**src/rtl/joyserializer_neptuno.sv**
```systemverilog
// Joystick shift-register emulator: parallel-loads two 8-bit joystick words and shifts them out
// MSB first under control of an external (asynchronous) joy_clk / active-low joy_load pair.
module joyserializer_neptuno #(
  parameter int unsigned SYNC_STAGES = 2,
  parameter logic        FILL        = 1'b1,
  parameter int unsigned NBITS       = 16
) (
  input  logic       clk_i,
  input  logic       rst_n_i,
  input  logic       joy_clk_i,
  input  logic       joy_load_i,
  input  logic [7:0] joy1_i,
  input  logic [7:0] joy2_i,
  output logic       joy_data_o,
  output logic [4:0] bit_cnt_o,
  output logic       frame_o
);

  logic [SYNC_STAGES-1:0] clk_sync_q;
  logic [SYNC_STAGES-1:0] ld_sync_q;
  logic                   clk_s_d_q;
  logic                   ld_s_d_q;
  logic                   clk_s;
  logic                   ld_s;
  logic                   clk_rise;
  logic                   shift_en;

  logic [NBITS-1:0]       shreg_q, shreg_d;
  logic [4:0]             cnt_q, cnt_d;
  logic                   frame_q, frame_d;
  logic                   data_q;

  // Synchronise joy_clk (idle low) and joy_load (idle high) into the clk_i domain.
  always_ff @(posedge clk_i or negedge rst_n_i) begin
    if (!rst_n_i) begin
      clk_sync_q <= '0;
      ld_sync_q  <= '1;
      clk_s_d_q  <= 1'b0;
      ld_s_d_q   <= 1'b1;
    end else begin
      clk_sync_q <= {clk_sync_q[SYNC_STAGES-2:0], joy_clk_i};
      ld_sync_q  <= {ld_sync_q[SYNC_STAGES-2:0], joy_load_i};
      clk_s_d_q  <= clk_s;
      ld_s_d_q   <= ld_s;
    end
  end

  assign clk_s    = clk_sync_q[SYNC_STAGES-1];
  assign ld_s     = ld_sync_q[SYNC_STAGES-1];
  assign clk_rise = clk_s & ~clk_s_d_q;
  // Load must have been high for two cycles, so a clk rise coinciding with release is not a shift.
  assign shift_en = clk_rise & ld_s & ld_s_d_q;

  // Next state: load dominates, otherwise shift in FILL on a qualified joy_clk rise.
  always_comb begin
    shreg_d = shreg_q;
    cnt_d   = cnt_q;
    frame_d = 1'b0;
    if (!ld_s) begin
      shreg_d = {joy1_i, joy2_i};
      cnt_d   = '0;
    end else if (shift_en) begin
      shreg_d = {shreg_q[NBITS-2:0], FILL};
      if (cnt_q != 5'd31) begin
        cnt_d = cnt_q + 5'd1;
      end
      frame_d = (cnt_q == 5'(NBITS - 1));
    end
  end

  // State and registered serial output.
  always_ff @(posedge clk_i or negedge rst_n_i) begin
    if (!rst_n_i) begin
      shreg_q <= {NBITS{FILL}};
      cnt_q   <= '0;
      frame_q <= 1'b0;
      data_q  <= FILL;
    end else begin
      shreg_q <= shreg_d;
      cnt_q   <= cnt_d;
      frame_q <= frame_d;
      data_q  <= shreg_q[NBITS-1];
    end
  end

  assign joy_data_o = data_q;
  assign bit_cnt_o  = cnt_q;
  assign frame_o    = frame_q;

endmodule

```
**config.mk**
```make
export PLATFORM = sky130hd
export DESIGN_NAME = joyserializer_neptuno
export DESIGN_NICKNAME = d
export VERILOG_FILES = /design/src/rtl/joyserializer_neptuno.sv
export SDC_FILE = /design/constraint.sdc
export NUM_CORES = 1
export LEC_CHECK = 0
export ABC_AREA = 1
export BUFFER_PORTS_ARGS = -buffer_cell sky130_fd_sc_hd__buf_2
export CORE_MARGIN = 2
export CORE_UTILIZATION = 45
export CTS_BUF_LIST = sky130_fd_sc_hd__clkbuf_8
export DETAILED_ROUTE_END_ITERATION = 16
export PLACE_DENSITY = 0.75
export SYNTH_ARGS = -nofsm -noshare
export SYNTH_HDL_FRONTEND = slang
export SYNTH_SLANG_ARGS = --single-unit
```
**constraint.sdc**
```tcl
create_clock -name clk_i -period 1.6 [get_ports clk_i]
set_input_delay 0.16 -clock clk_i [delete_from_list [all_inputs] [get_ports clk_i]]
set_output_delay 0.16 -clock clk_i [all_outputs]
set_load 0.1 [all_outputs]
```
==> metrics list <==
* Worst reg2reg endpoint: bit_cnt_o[0]$_DFFE_PN0P_
* Worst reg-to-reg path cell count: 8
- Once detail routing completed, the nets flagged for antenna violations numbered 0.
- The repair_antennas step left the layout with diodes totalling 0.
- Power after layout: 1.712 mW
- Worst hold slack: 0.1513 ns
* I/O Buffers: 26
* Final Critical Period: 1.494 ns
* Final Skew: 0.002997 ns
* Crit path max fanout: 8
- STA classifies the critical path endpoint as a flip-flop.
* TritonCTS clock tree: done
* Router iterations before antenna repair: 4
* Starting utilization of the core area: 48.04%
* Slew of the pin with the lowest slew margin: 0.6169 ns
- Routed len/inst: 11.30 um
* Overall fraction of global-route tracks in use: 15.99%
- The critical path is of the reg2reg type.
- Share of Yosys cell area claimed by the top area cell type: 39.33%
- Weighted congestion at the end of routability-driven global placement: 0.7409
- WP data arrival: 1.63 ns
- Worst setup path end: bit_cnt_o[0]$_DFFE_PN0P_
* Number of top-level design ports: 27
* Class of the tightest hold or removal check: in2reg
* Final worst path period share: 93.36%
- Insertion delay to the later sink of the worst-skew pair: 0.27 ns
* Setup TNS after final layout: 0 ns
- In the final layout, the share of cells above drive strength 1 is 37.78%.
- Ranked by total cell area, the synthesized netlist is headed by sky130_fd_sc_hd__dfstp_2, sky130_fd_sc_hd__dfrtp_1, sky130_fd_sc_hd__nand2_1.
- The synthesized netlist occupies a cell area of 1336 sq um.
- Via count: 1014
- Root buffer cell: sky130_fd_sc_hd__clkbuf_8
* Worst path required time: 1.74 ns
- After detailed routing, the number of vias per cell comes to 4.806.
* Result of the run: completed
* Number of buffers created by CTS: 5
- Counting every sink on the clock net gives 29.
* Final setup margin: 0.1062 ns
* Setup slack on the worst flop-to-flop path: 0.11 ns
* Standard-cell rows: 19
* Synthesized area divided by synthesized cell count: 9.029 sq um
* Via count of the first global-routing pass: 977
- The die covers 3422 sq um.
- Setup repair after global routing left no endpoint under its margin.
- The count of final max-slew check failures was 0.
* Maximum clock insertion buffer count: 2
- Largest area contributor in the netlist: sky130_fd_sc_hd__dfstp_2
* Count of endpoints failing hold in the final timing report: 0
* Antenna violations before repair: 0
- X dimension of the die: 58.50 um
- Critical register-to-register path startpoint: bit_cnt_o[0]$_DFFE_PN0P_
* Highest Clock Rate: 669.4 MHz
- Placeable core area: 2781 sq um
- Yosys mapped the design onto 21 distinct sky130hd cell types.
- Tracing the worst setup path back leads to its startpoint at bit_cnt_o[0]$_DFFE_PN0P_.
* Drt drc: 0
- Die extent in y: 58.50 um
* Drt total wl: 2384 um
* Maximum number of pins on one net before global-route repair: 31
- H-tree depth: 2
* Global-route wire length before repair: 4008 um
- Utilization after layout: 58.34%
* Buffer count from post-CTS setup fixing: 0
- Summing the sequential cell areas from Yosys gives 56.18% of the chip area.
- Slew HR: 58.87%
- Setup violations remaining at the end of the flow were counted as 0.
- MaxCap Viol Count: 0
* Post-DP HPWL: 1627 um
* Instance count of the mapped netlist: 148
- Synthesis produced a netlist with a net count of 171.
* Post-synthesis to final-layout area growth: 21.44%
- The layout has 245 filler cells.
- Detailed router's first-iteration violation count: 43
- Pre-CTS WS: 0.06812 ns
* Fin nets: 202
- The total overflow left after global routing is 0.
- Clk slew on worst S/H paths: 0.06 ns
* Synthesis Warnings: 0
- Worst ir drop on vdd: 1.020 mV
- Static leakage: 0.7591 nW
* Power per cell area: 1055 nW/um^2
- Kind of launch point of the worst setup path: flip-flop
- The synthesized design contains 29 register bits.
[cell usage in the layout, fill, tap and decap left out]
cell	netlist	final
sky130_fd_sc_hd__nand2_2	0	1
sky130_fd_sc_hd__buf_12	0	1
sky130_fd_sc_hd__nand2_1	42	41
sky130_fd_sc_hd__ha_4	0	1
sky130_fd_sc_hd__dfrtp_1	9	4
sky130_fd_sc_hd__dfrtp_4	0	2
sky130_fd_sc_hd__nand4_1	1	1
sky130_fd_sc_hd__nor2_1	6	6
sky130_fd_sc_hd__ha_1	3	2
sky130_fd_sc_hd__clkbuf_8	0	6
sky130_fd_sc_hd__o21a_1	1	1
sky130_fd_sc_hd__nor2_2	1	1
sky130_fd_sc_hd__o21ai_1	9	9
sky130_fd_sc_hd__inv_2	1	1
sky130_fd_sc_hd__dfrtp_2	0	3
sky130_fd_sc_hd__o21ai_0	19	19
sky130_fd_sc_hd__o21ai_2	5	5
sky130_fd_sc_hd__o22ai_1	1	1
sky130_fd_sc_hd__buf_4	1	1
sky130_fd_sc_hd__inv_1	18	20
sky130_fd_sc_hd__nand3b_1	2	2
sky130_fd_sc_hd__a21oi_1	1	1
sky130_fd_sc_hd__nand3_1	2	2
sky130_fd_sc_hd__dlygate4sd3_1	0	3
sky130_fd_sc_hd__buf_2	2	26
sky130_fd_sc_hd__dfstp_2	20	20
[critical path, stage by stage (launching register included)]
cell	delay [ns]
sky130_fd_sc_hd__dfrtp_4	0.51
sky130_fd_sc_hd__ha_4	0.17
sky130_fd_sc_hd__nand2_1	0.08
sky130_fd_sc_hd__nor2_1	0.07
sky130_fd_sc_hd__ha_1	0.18
sky130_fd_sc_hd__nand2_1	0.08
sky130_fd_sc_hd__nand2_2	0.10
sky130_fd_sc_hd__nand2_1	0.08
sky130_fd_sc_hd__o21ai_0	0.10
[worst min-delay path by stage]
stage               cells after the start      start  slack [ns]                        to
finish                                  3  joy2_i[0]        0.15    shreg_q[0]$_DFFE_PN1P_
global route                            3  joy2_i[0]        0.15    shreg_q[0]$_DFFE_PN1P_
CTS                                     3  joy2_i[0]        0.15    shreg_q[0]$_DFFE_PN1P_
detailed placement                      1    rst_n_i        0.21   clk_sync_q[0]$_DFF_PN0_
global placement                        1    rst_n_i        0.20         frame_o$_DFF_PN0_
floorplan                               0    rst_n_i       -0.14  bit_cnt_o[2]$_DFFE_PN0P_
[through the flow]
| step | std cells | cell area (sq um) |
|---|---|---|
| after floorplan | 148 | 1360 |
| after global placement | 200 | 1500 |
| after detailed placement | 200 | 1500 |
| after CTS | 211 | 1620 |
| after global routing | 211 | 1623 |
| final | 211 | 1623 |
[cell usage after synthesis]
| master | number |
|---|---|
| sky130_fd_sc_hd__nor2_2 | 1 |
| sky130_fd_sc_hd__nor2_1 | 6 |
| sky130_fd_sc_hd__dfstp_2 | 20 |
| sky130_fd_sc_hd__nand4_1 | 1 |
| sky130_fd_sc_hd__ha_1 | 3 |
| sky130_fd_sc_hd__o21ai_2 | 5 |
| sky130_fd_sc_hd__o21a_1 | 1 |
| sky130_fd_sc_hd__inv_1 | 18 |
| sky130_fd_sc_hd__clkbuf_2 | 1 |
| sky130_fd_sc_hd__buf_6 | 3 |
| sky130_fd_sc_hd__inv_2 | 1 |
| sky130_fd_sc_hd__o21ai_0 | 19 |
| sky130_fd_sc_hd__nand3b_1 | 2 |
| sky130_fd_sc_hd__buf_4 | 1 |
| sky130_fd_sc_hd__o21ai_1 | 9 |
| sky130_fd_sc_hd__buf_2 | 2 |
| sky130_fd_sc_hd__nand3_1 | 2 |
| sky130_fd_sc_hd__a21oi_1 | 1 |
| sky130_fd_sc_hd__nand2_1 | 42 |
| sky130_fd_sc_hd__dfrtp_1 | 9 |
| sky130_fd_sc_hd__o22ai_1 | 1 |
[layout make-up]
cell class	instances	area (sq um)	area share [%]
multi-input cells	93	473.0	29.14
repair buffers	31	187.7	11.57
clock buffers	6	82.58	5.089
inverters	19	71.32	4.395
clock inverters	2	7.507	0.4626
flip-flops and latches	29	762.0	46.95
well taps	31	38.79	2.390
[timing repair]
action | in CTS | in global routing
setup endpoints to repair | 0 | 5
hold buffers | 3 | 0
endpoints found under the hold margin | 11 | 0
gates resized for setup | 0 | 1
[power breakdown]
group	switching (mW)	leakage, nW	internal (mW)
Sequential	0.0300	0.319	0.845
Clock	0.243	0.0538	0.337
Combinational	0.173	0.386	0.0851
Total	0.446	0.759	1.27
[layer usage]
metal,GRT usage (%),routed length [um]
met5,0,0
met4,7.973,27
met3,5.714,103
met2,27.45,1229
met1,17.37,1023
[state kept, by name (all words and copies together) (netlist names)]
register	cells
clk_s_d_q	1
shreg_q	16
frame_o	1
ld_sync_q	2
bit_cnt_o	5
clk_sync_q	2
ld_s_d_q	1
joy_data_o	1
[cell families after synthesis]
family,Yosys count,synth area share [%]
and+or+nand+nor,54,16.29
AOI/OAI and AO/OA,36,15.17
DFF,29,56.18
buffers and inverters,26,9.550
adders and majority gates,3,2.809
Power figures use the tool's default switching activity.
